--- config.mk ---
export PLATFORM = sky130hd
export DESIGN_NAME = majority_voter_n
export DESIGN_NICKNAME = d
export VERILOG_FILES = /design/src/rtl/voter_pkg.sv /design/src/rtl/chan_fault_tracker.sv /design/src/rtl/majority_voter_n.sv
export SDC_FILE = /design/constraint.sdc
export NUM_CORES = 1
export LEC_CHECK = 0
export ABC_AREA = 0
export BUFFER_PORTS_ARGS = -buffer_cell sky130_fd_sc_hd__clkbuf_2
export CAP_MARGIN = 20
export CORE_MARGIN = 1.5
export CORE_UTILIZATION = 54
export DETAILED_ROUTE_END_ITERATION = 8
export GPL_TIMING_DRIVEN = 0
export PLACE_DENSITY = 0.78
export SKIP_CTS_REPAIR_TIMING = 1
export SLEW_MARGIN = 20
export SYNTH_ARGS = -nofsm -noshare
export SYNTH_HDL_FRONTEND = slang
export SYNTH_HIERARCHICAL = 1
export SYNTH_SLANG_ARGS = --single-unit
--- constraint.sdc ---
create_clock -name clk -period 10.9 [get_ports clk]
set_clock_uncertainty 0.2 [all_clocks]
set_input_delay 0 -clock clk [delete_from_list [all_inputs] [get_ports clk]]
set_output_delay 0 -clock clk [all_outputs]
set_load 0.005 [all_outputs]
--- src/rtl/voter_pkg.sv ---
// Shared helpers for the N-channel majority voter: population count,
// counter width and parameter legality.
package voter_pkg;

   localparam int unsigned MIN_CH  = 3;
   localparam int unsigned MAX_CH  = 7;
   localparam int unsigned CNT_N_W = 4;

   function automatic logic [CNT_N_W-1:0] popcount(input logic [MAX_CH-1:0] v);
      logic [CNT_N_W-1:0] c;
      c = '0;
      for (int i = 0; i < int'(MAX_CH); i++) begin
         c = c + CNT_N_W'(v[i]);
      end
      return c;
   endfunction

   // Width of a counter that must reach fault_th.
   function automatic int unsigned cnt_width(input int unsigned fault_th);
      return $clog2(fault_th + 1);
   endfunction

   function automatic bit params_ok(input int unsigned n_ch, input int unsigned w,
                                    input int unsigned fault_th);
      return (n_ch >= MIN_CH) && (n_ch <= MAX_CH) && (w >= 1) && (fault_th >= 1);
   endfunction

endpackage

--- src/rtl/chan_fault_tracker.sv ---
// Per-channel saturating disagreement counter; flags the channel as a mask
// candidate when the post-update count reaches the threshold.
module chan_fault_tracker #(
   parameter int unsigned FAULT_TH = 4,
   parameter int unsigned CNT_W    = 3
) (
   input  logic clk,
   input  logic resetn,
   input  logic in_valid,
   input  logic clr_fault,
   input  logic masked,
   input  logic disagree,
   output logic cand_c
);

   localparam logic [CNT_W-1:0] TH = CNT_W'(FAULT_TH);

   logic [CNT_W-1:0] cnt;
   logic [CNT_W-1:0] cnt_nxt;

   // Masked channels keep their count frozen.
   always_comb begin
      cnt_nxt = cnt;
      if (in_valid && !masked) begin
         if (!disagree) begin
            cnt_nxt = '0;
         end else if (cnt != TH) begin
            cnt_nxt = cnt + CNT_W'(1);
         end
      end
   end

   assign cand_c = in_valid && !masked && (cnt_nxt == TH);

   always_ff @(posedge clk) begin
      if (!resetn || clr_fault) begin
         cnt <= '0;
      end else begin
         cnt <= cnt_nxt;
      end
   end

endmodule

--- src/rtl/majority_voter_n.sv ---
// N-channel bitwise majority voter with registered output and sticky
// per-channel fault masking of persistently disagreeing channels.
module majority_voter_n
   import voter_pkg::*;
#(
   parameter int unsigned N_CH     = 3,
   parameter int unsigned W        = 8,
   parameter int unsigned FAULT_TH = 4
) (
   input  logic              clk,
   input  logic              resetn,
   input  logic              in_valid,
   input  logic [N_CH*W-1:0] ch_data,
   input  logic              clr_fault,
   output logic              out_valid,
   output logic [W-1:0]      vote_data,
   output logic              no_majority,
   output logic [N_CH-1:0]   fault_mask,
   output logic              fault_event
);

   localparam int unsigned CNT_W = cnt_width(FAULT_TH);

   generate
      if (!params_ok(N_CH, W, FAULT_TH)) begin : g_bad_params
         $error("majority_voter_n: N_CH must be 3..7, W >= 1, FAULT_TH >= 1");
      end
   endgenerate

   logic [N_CH-1:0]    active;
   logic [CNT_N_W-1:0] a_cnt;
   logic [CNT_N_W-1:0] ones;
   logic [N_CH-1:0]    col [W];
   logic [W-1:0]       vote_c;
   logic [W-1:0]       tie_c;
   logic [N_CH-1:0]    disagree;
   logic [N_CH-1:0]    cand;
   logic [N_CH-1:0]    new_mask;
   logic               found;
   logic               mask_set_c;

   assign active = ~fault_mask;
   assign a_cnt  = popcount(MAX_CH'(active));

   // Gather each bit column from the active channels only.
   always_comb begin
      col = '{default: '0};
      for (int b = 0; b < int'(W); b++) begin
         for (int i = 0; i < int'(N_CH); i++) begin
            col[b][i] = ch_data[i*W + b] & active[i];
         end
      end
   end

   // Ties (even active count only) hold the previous voted bit.
   always_comb begin
      vote_c = vote_data;
      tie_c  = '0;
      ones   = '0;
      for (int b = 0; b < int'(W); b++) begin
         ones = popcount(MAX_CH'(col[b]));
         if ({ones, 1'b0} > {1'b0, a_cnt}) begin
            vote_c[b] = 1'b1;
         end else if ({ones, 1'b0} < {1'b0, a_cnt}) begin
            vote_c[b] = 1'b0;
         end else begin
            tie_c[b] = 1'b1;
         end
      end
   end

   generate
      for (genvar g = 0; g < int'(N_CH); g++) begin : g_trk
         assign disagree[g] = active[g] && (ch_data[g*W +: W] != vote_c);

         chan_fault_tracker #(
            .FAULT_TH (FAULT_TH),
            .CNT_W    (CNT_W)
         ) u_trk (
            .clk       (clk),
            .resetn    (resetn),
            .in_valid  (in_valid),
            .clr_fault (clr_fault),
            .masked    (fault_mask[g]),
            .disagree  (disagree[g]),
            .cand_c    (cand[g])
         );
      end
   endgenerate

   // Lowest-index candidate wins; never drop below two active channels.
   always_comb begin
      new_mask = '0;
      found    = 1'b0;
      for (int i = 0; i < int'(N_CH); i++) begin
         if (cand[i] && !found) begin
            new_mask[i] = 1'b1;
            found       = 1'b1;
         end
      end
   end

   assign mask_set_c = found && (a_cnt > CNT_N_W'(2));

   always_ff @(posedge clk) begin
      if (!resetn) begin
         out_valid   <= 1'b0;
         vote_data   <= '0;
         no_majority <= 1'b0;
         fault_mask  <= '0;
         fault_event <= 1'b0;
      end else begin
         out_valid   <= in_valid;
         fault_event <= 1'b0;
         if (in_valid) begin
            vote_data   <= vote_c;
            no_majority <= |tie_c;
         end
         if (clr_fault) begin
            fault_mask <= '0;
         end else if (mask_set_c) begin
            fault_mask  <= fault_mask | new_mask;
            fault_event <= 1'b1;
         end
      end
   end

endmodule

=== Word level (Yosys, flattened, before mapping) ===
Index checks and enable logic that the tools add are counted.

* Register bits after elaboration: 23
* Bits in latches: 0
* Memory bits (writable): 0
* Bits in read-only memories: 0
* Input port bits: 28
* Output and inout port bits: 14
* Memories: 0

* $add $sub $neg: 21
* Multipliers: 0
* Divide/modulo/power cells: 0
* $lt $le $gt $ge: 17
* Eq/ne operators: 9
* Shifts and indexed selects: 0
* Multiplexer cells: 47
* Bitwise logic cells: 27
* Reduce and logical (&&, ||, !) cells: 21

{| class="wikitable"
|+ Operator list
! kind !! count
|-
| $mux 1 || 38
|-
| $gt 4x3->1 || 8
|-
| $lt 4x3->1 || 8
|-
| $add 2x1->3 || 9
|-
| $mux 3 || 9
|-
| $and 1x1->1 || 24
|-
| $ne 8x8->1 || 3
|-
| $add 1x1->2 || 9
|-
| $logic_and 1x1->1 || 12
|-
| $add 3x1->3 const B || 3
|-
| $eq 3x3->1 const B || 3
|-
| $ne 3x3->1 const B || 3
|-
| $reduce_or 8->1 || 1
|-
| $logic_not 1->1 || 6
|-
| $gt 3x2->1 const B || 1
|-
| $not 3->3 || 1
|-
| $or 3x3->3 || 1
|-
| $reduce_or 2->1 || 1
|-
| $logic_or 1x1->1 || 1
|-
| $not 1->1 || 1
|}

=== Longest topological paths before layout ===
Gate-level depths: netlist (run 1).

* Depth in word-level cells: 22
* Gate-level depth with buffers: 15
* Gate-level depth less buffers: 15

=== Hierarchy ===
Netlist (run 1), hierarchy kept.

{| class="wikitable"
|+ Modules (own cells, without submodules)
! module !! times used !! cells an instance !! area an instance (µm²) !! seq. area each (µm²)
|-
| majority_voter_n || 1 || 187 || 1557.7 || 280.3
|-
| chan_fault_tracker || 3 || 26 || 216.5 || 60.1
|}

=== Worst setup path before layout (run 1) ===
OpenSTA, ideal clock, no wires.

* Path type: register to register
* Start: register fault_mask[0]
* End: register fault_mask[2]
* Library setup time: 70 ps
* Arrival: 3412 ps
* Required time: 10630 ps
* Setup slack: 7218 ps
* Cell stages (with the launch flop): 15
* Clock period less this slack: 3682 ps
* Cell sequence: dfxtp_1 -> inv_1 -> fa_1 -> inv_1 -> ha_1 -> nor2b_1 -> mux2i_1 -> xor2_1 -> nor4_1 -> a41oi_1 -> and3b_2 -> and4b_1 -> nor3_1 -> nand2_1 -> a21oi_1

* Longest elaborated chain between the ends: 21

{| class="wikitable"
|+ RTL lines
! what !! line !! source
|-
| from (decl) || majority_voter_n.sv:18 || <nowiki>output logic [N_CH-1:0] fault_mask,</nowiki>
|-
| from (signal assigned) || majority_voter_n.sv:122 || <nowiki>fault_mask <= fault_mask | new_mask;</nowiki>
|-
| $not 3->3 * || majority_voter_n.sv:42 || <nowiki>assign active = ~fault_mask;</nowiki>
|-
| $and 1x1->1 || majority_voter_n.sv:50 || <nowiki>col[b][i] = ch_data[i*W + b] & active[i];</nowiki>
|-
| $add 1x1->2 || voter_pkg.sv:13 || <nowiki>c = c + CNT_N_W'(v[i]);</nowiki>
|-
| $add 2x1->3 || voter_pkg.sv:13 ||
|-
| $lt 4x3->1 || majority_voter_n.sv:64 || <nowiki>end else if ({ones, 1'b0} < {1'b0, a_cnt}) begin</nowiki>
|-
| $mux 1 || majority_voter_n.sv:64 ||
|-
| $mux 1 || majority_voter_n.sv:62 || <nowiki>if ({ones, 1'b0} > {1'b0, a_cnt}) begin</nowiki>
|-
| $ne 8x8->1 || majority_voter_n.sv:74 || <nowiki>assign disagree[g] = active[g] && (ch_data[g*W +: W] != vote_c);</nowiki>
|-
| (+1 left out) || - ||
|-
| named net disagree[0] || majority_voter_n.sv:36 || <nowiki>logic [N_CH-1:0] disagree;</nowiki>
|-
| (+4 left out) || - ||
|-
| named net cand[0] || majority_voter_n.sv:37 || <nowiki>logic [N_CH-1:0] cand;</nowiki>
|-
| $mux 1 * || majority_voter_n.sv:96 || <nowiki>if (cand[i] && !found) begin</nowiki>
|-
| $logic_not 1->1 || majority_voter_n.sv:96 ||
|-
| $logic_and 1x1->1 || majority_voter_n.sv:96 ||
|-
| $mux 1 * || majority_voter_n.sv:96 ||
|-
| $logic_not 1->1 || majority_voter_n.sv:96 ||
|-
| $logic_and 1x1->1 || majority_voter_n.sv:96 ||
|-
| $mux 1 || majority_voter_n.sv:96 ||
|-
| $or 3x3->3 or $logic_and 1x1->1 (tied branches) || majority_voter_n.sv:122, majority_voter_n.sv:103 ||
|}

Mark *: on every way through the listed nets, which the timed path passes. The rest lies on a longest branch.
A chain may end at the register's enable or synchronous reset.

=== Final worst setup path (run 1) ===
Same ends and word-level chain as after synthesis.

==> metrics.txt, run 1 <==
Max VDD drop=43.5 uV; worst path arrival time=4510 ps; Avg Inst Size Synth=8.33 sq um; DPL Wire Length=3820 um; Syn. warnings=6; Post-Route WL=4800 um; DR vias=1919; CTS tree=done; Ant. Diodes=0; first-pass GRT wire length=7950 um; Final min period=4510 ps; initial core utilization=55.6%; DR pass1 iterations=4; initial antenna violation count=0; layout cells sized above 1=20.4%; grt total ovfl=0; Seq/Total Area, Yosys=20.9%; Post-synth EDFFs=0; r2r worst-path depth=14; CP max FO=14; most frequent CP cell=inv_1; P per Cell Area=82.4 nW/um^2; clock-pin transition on the worst setup and hold timing paths=90 ps; hold worst-path end=g_trk[2].u_trk/cnt[1]$_SDFF_PP0_; Slowest-stage cell, CP=dfxtp_1; DRC=0; crit share post-route=41.3%; Die X-Extent=66.9 um; main area contributors after synthesis=dfxtp_1 (21%), nor2b_1 (9.1%), fa_1 (8.2%); flip-flop and latch area=460 sq um; Setup TNS Final=0 ps; Yosys reg bits=23; IO Pins=42; die area=4480 sq um; Worst Tran Pin Value=511 ps; Via-to-Cell Ratio=5.29; Synth area leader=dfxtp_1; Core Box Area=3970 sq um; largest net degree at the start of global routing=15; H-tree levels=1; Clock Sinks=23; share of flip-flops with an asynchronous set or reset=0%; number of global-route vias before repair=1859; clk root buf=clkbuf_8; status=finished clean; FP Rows=23; worst setup path class=reg -> reg; GRT Total Usage=23.2%; Startpoint Class=register; post-route cell area=2550 sq um; die height=66.9 um; fillcell total=344; WHS Path Cells=4; max_slew headroom=65.9%; Area after DPL=2470 sq um; crit-path leading delay family=simple AND/OR/NAND/NOR gates; DRT antenna net count=0; number of buffers inserted by port buffering=41; Hold Crit Start=in_valid; r2r startpoint=fault_mask[0]$_SDFFE_PP0P_; HP Class=in -> reg; Mapped Cells=265; Max clock buf depth=2; worst-path cell chain=inv_1 > fa_1 > inv_1 > ha_1 > nor2b_1 > mux2i_1 > xor2_1 > nor4_1 > a41oi_1 > and3b_2 > and4b_1 > nor3_1 > nand2_1 > a21oi_1; Synth Flop Type=dfxtp_1; slowest stage delay, CP=650 ps; post-synthesis net count=316; # setup viols final=0; RSZ-0062 raised after global routing=no; top post-synthesis cells by count=nor2b_1 (32), nor2_1 (26), a21oi_1 (24); CP endpoint kind=register; top-count cell post-synth=nor2b_1; FF-to-FF End=fault_mask[2]$_SDFFE_PP0P_; Yosys top cell area share=20.9%; fmax=222 MHz; Syn-to-layout area delta=15.6%; Yosys cell types=34; area occupied by multi-input gates=1660 sq um; RePlAce Congestion=0.846; number of max-cap violations=0; routed len/inst=13.2 um; Mapped Area=2210 sq um; LEAKAGE=1.12 nW; R2R setup slack=6390 ps; endpoints failing hold=0; CTS buffer count=3; Slew Limit Fails=0; DRT iter0 DRCs=70; clock latency on the worst-skew pair=270 ps; nets=365; Bufs and invs on worst path=2; required time of the critical path=10900 ps
==> placed cells by master (no fill, tap or decap), drive strengths merged, types with 10 or more instances in the layout <==
cell type / Yosys / routed
nor2: 26 / 26
mux2i: 10 / 10
inv: 18 / 18
nand2b: 12 / 12
ha: 14 / 14
a21oi: 24 / 24
dfxtp: 23 / 23
xor2: 18 / 18
nand2: 13 / 13
nor2b: 36 / 36
clkbuf: 2 / 46
==> power by group <==
part	switching, mW	total [mW]	internal (mW)	leakage (nW)
Combinational	0.0335	0.0644	0.0309	0.909
Sequential	0.00242	0.0895	0.0871	0.188
Clock	0.0308	0.0564	0.0256	0.0255
==> final cells by class <==
type | count | share of cell area, %
Tap cell | 50 | 2.45
Sequential cell | 23 | 18.0
Multi-Input combinational cell | 220 | 65.1
Clock buffer | 3 | 1.62
Inverter | 18 | 2.65
Buffer | 4 | 0.736
Clock inverter | 1 | 0.196
Timing Repair Buffer | 44 | 9.22
==> how the worst max path moves through the flow <==
stage | from | to | slack, ps | depth (start not counted)
2_1_floorplan | fault_mask[0]$_SDFFE_PP0P_ | fault_mask[2]$_SDFFE_PP0P_ | 7220 | 14
6_report | fault_mask[0]$_SDFFE_PP0P_ | fault_mask[2]$_SDFFE_PP0P_ | 6390 | 14
5_1_grt | fault_mask[0]$_SDFFE_PP0P_ | fault_mask[2]$_SDFFE_PP0P_ | 6120 | 14
3_5_place_dp | fault_mask[0]$_SDFFE_PP0P_ | fault_mask[2]$_SDFFE_PP0P_ | 6440 | 14
3_3_place_gp | fault_mask[0]$_SDFFE_PP0P_ | fault_mask[2]$_SDFFE_PP0P_ | 6480 | 14
4_1_cts | fault_mask[0]$_SDFFE_PP0P_ | fault_mask[2]$_SDFFE_PP0P_ | 6390 | 14
==> flip-flops by register name, summed over array words and instances (netlist names) <==
register         flops
fault_event          1
g_trk.u_trk/cnt      9
no_majority          1
vote_data            8
fault_mask           3
out_valid            1
==> tightest hold or removal path: cells and delay by family <==
| kind | cells | cell delay (ps) |
|---|---|---|
| and+or+nand+nor | 2 | 160 |
| AOI/OAI and AO/OA | 1 | 50 |
| buffers and inverters | 1 | 260 |
==> through the flow <==
stage	hold slack (ps)	std cells	power, mW	worst slack [ps]	utilization (%)
after floorplan	-22.5	265	0.135	7220	-
after global placement	161	356	0.153	6480	62.3
after detailed placement	162	356	0.155	6440	62.3
after CTS	-134	360	0.211	6390	63.5
after global routing	69.2	363	0.223	6120	64.2
final	38.7	363	0.210	6390	64.2
==> cell families (layout without fill, tap and decap cells) <==
| logic type | count (synthesis) | in the layout | synth area share [%] |
|---|---|---|---|
| fa+ha+maj | 23 | 23 | 16.1 |
| buf+inv | 22 | 70 | 3.91 |
| mux | 10 | 10 | 5.39 |
| simple gates | 128 | 128 | 34.9 |
| xor+xnor | 24 | 24 | 9.52 |
| compound gates | 35 | 35 | 9.30 |
| flops | 23 | 23 | 20.9 |
==> per-layer routing <==
metal / part of all wire (%) / up-vias / routed length (um) / track usage [%]
li1: - / 990 / - / -
met1: 45 / 882 / 2160 / 28.9
met4: 1.3 / 0 / 61 / 7.40
met2: 49 / 39 / 2380 / 41.0
met3: 4.2 / 8 / 202 / 3.04
met5: 0 / - / 0 / 0
(Power assumes the default switching activity.)
==> inputs of run 2 (changes only) <==
- clock period: 10.9 -> 4.5 ns (I/O delays scaled with it)
==> metrics.txt, run 2 (same netlist as run 1, synthesis figures left out) <==
largest registers=g_trk.u_trk/cnt (9), vote_data (8), fault_mask (3) (unchanged); CP max FO=14 (unchanged); CTS buffer count=3 (unchanged); Max clock buf depth=2 (unchanged); HP Class=in -> reg (unchanged); LEAKAGE=1.12 nW (about the same); Worst Tran Pin Value=447 ps (was 511 ps); Startpoint Class=register (unchanged); FP Rows=23 (unchanged); die height=66.9 um (unchanged); P per Cell Area=199 nW/um^2 (was 82.4 nW/um^2); Area after DPL=2470 sq um (unchanged); Ant. Diodes=0 (unchanged); endpoints failing hold=0 (unchanged); status=finished clean (unchanged); clk root buf=clkbuf_8 (unchanged); Setup TNS Final=0 ps (unchanged); most flop-heavy register=g_trk.u_trk/cnt (unchanged); DRT antenna net count=0 (unchanged); DPL Wire Length=3820 um (unchanged); # setup viols final=0 (unchanged); max_slew headroom=69.4% (was 65.9%); Core Box Area=3970 sq um (unchanged); layout cells sized above 1=22.0% (was 20.4%); Inst Count DP=356 (unchanged); fmax=240 MHz (was 222 MHz); IO Pins=42 (unchanged); CTS tree=done (unchanged); R2R setup slack=340 ps (was 6390 ps); number of max-cap violations=0 (unchanged); max reg flops=9 (unchanged); Post-Route WL=4820 um (was 4800 um); CP endpoint kind=register (unchanged); Via-to-Cell Ratio=5.33 (was 5.29); Max VDD drop=105 uV (was 43.5 uV); H-tree levels=1 (unchanged); post-route cell area=2560 sq um (was 2550 sq um); RePlAce Congestion=0.846 (unchanged); initial antenna violation count=0 (unchanged); required time of the critical path=4500 ps (was 10900 ps); number of buffers inserted by port buffering=41 (unchanged); most frequent cells in the layout=clkbuf_2 (41), nor2b_1 (32), nor2_1 (26) (unchanged); Syn-to-layout area delta=15.9% (was 15.6%); Clock Sinks=23 (unchanged); DR pass1 iterations=4 (unchanged); DR vias=1933 (was 1919); DRC=0 (unchanged); number of global-route vias before repair=1859 (unchanged); r2r startpoint=fault_mask[0]$_SDFFE_PP0P_ (unchanged); grt total ovfl=0 (unchanged); Final min period=4160 ps (was 4510 ps); nets=365 (unchanged); first-pass GRT wire length=7950 um (unchanged); initial core utilization=55.6% (unchanged); die area=4480 sq um (unchanged); Slew Limit Fails=0 (unchanged); commonest non-fill, non-tap cell in the layout=clkbuf_2 (unchanged); crit share post-route=92.4% (was 41.3%); Non-Filler Instances=363 (unchanged); r2r worst-path depth=14 (unchanged); largest net degree at the start of global routing=15 (unchanged); Setup crit end=fault_mask[2]$_SDFFE_PP0P_ (unchanged); worst path arrival time=4160 ps (was 4510 ps); worst setup margin=341 ps (was 6390 ps); clock latency on the worst-skew pair=270 ps (about the same); clock-pin transition on the worst setup and hold timing paths=90 ps (about the same); CP startpoint=fault_mask[0]$_SDFFE_PP0P_ (unchanged); worst setup path class=reg -> reg (unchanged); DRT iter0 DRCs=54 (was 70); Die X-Extent=66.9 um (unchanged); pre-CTS setup slack=40.6 ps (was 6440 ps); RSZ-0062 raised after global routing=no (unchanged); FF-to-FF End=fault_mask[2]$_SDFFE_PP0P_ (unchanged); routed len/inst=13.3 um (was 13.2 um); GRT Total Usage=23.2% (unchanged)
-- run 2: cell count changes in the layout (fill, tap and decap cells not counted) --
cell     before  now
mux2i_2       5    6
dfxtp_2       0    3
dfxtp_1      23   20
inv_1        18   17
inv_2         0    1
mux2i_1       5    4
-- run 2: worst min-delay path by stage --
stage | startpoint | end | cells after the start
detailed placement | resetn | g_trk[2].u_trk/cnt[0]$_SDFF_PP0_ | 3
global placement | resetn | g_trk[2].u_trk/cnt[0]$_SDFF_PP0_ | 3
floorplan | resetn | g_trk[0].u_trk/cnt[0]$_SDFF_PP0_ | 2
global route | in_valid | g_trk[1].u_trk/cnt[1]$_SDFF_PP0_ | 4
CTS | resetn | g_trk[2].u_trk/cnt[1]$_SDFF_PP0_ | 3
finish | in_valid | g_trk[2].u_trk/cnt[1]$_SDFF_PP0_ | 4
-- run 2: per-stage QoR --
stage	hold slack [ps]	util, %	power [mW]
floorplan	-22.5	-	0.328
global placement	161	62.3	0.371
detailed placement	162	62.3	0.374
CTS	-134	63.5	0.512
global route	68.5	64.4	0.542
finish	36.0	64.4	0.510
-- run 2: critical path, stage by stage (launching register included) --
cell and delay, ps:
dfxtp_2 500, inv_1 130, fa_1 500, inv_2 200, ha_1 190, nor2b_1 260
mux2i_2 370, xor2_1 130, nor4_1 380, a41oi_1 260, and3b_2 290, and4b_1 240
nor3_1 210, nand2_1 80, a21oi_1 150
-- run 2: per-layer routing --
metal,GRT usage [%],part of all wire [%]
met4,7.40,1.3
met3,3.04,3.3
met5,0,0
met1,28.9,46
met2,41.0,50
-- run 2: cell type report --
type	instances	area (sq um)
multi-input cells	220	1660
well taps	50	62.6
clock inverters	1	5.00
flip-flops and latches	23	464
repair buffers	44	235
fillers	347	1410
plain buffers	4	18.8
inverters	18	67.6
clock buffers	3	41.3
-- run 2: where the power goes --
| part | total (mW) | leakage [nW] | switching, mW | internal (mW) |
|---|---|---|---|---|
| Combinational | 0.157 | 0.909 | 0.0815 | 0.0753 |
| Clock | 0.136 | 0.0255 | 0.0743 | 0.0621 |
| Sequential | 0.217 | 0.190 | 0.00586 | 0.211 |
| Total | 0.510 | 1.12 | 0.162 | 0.348 |
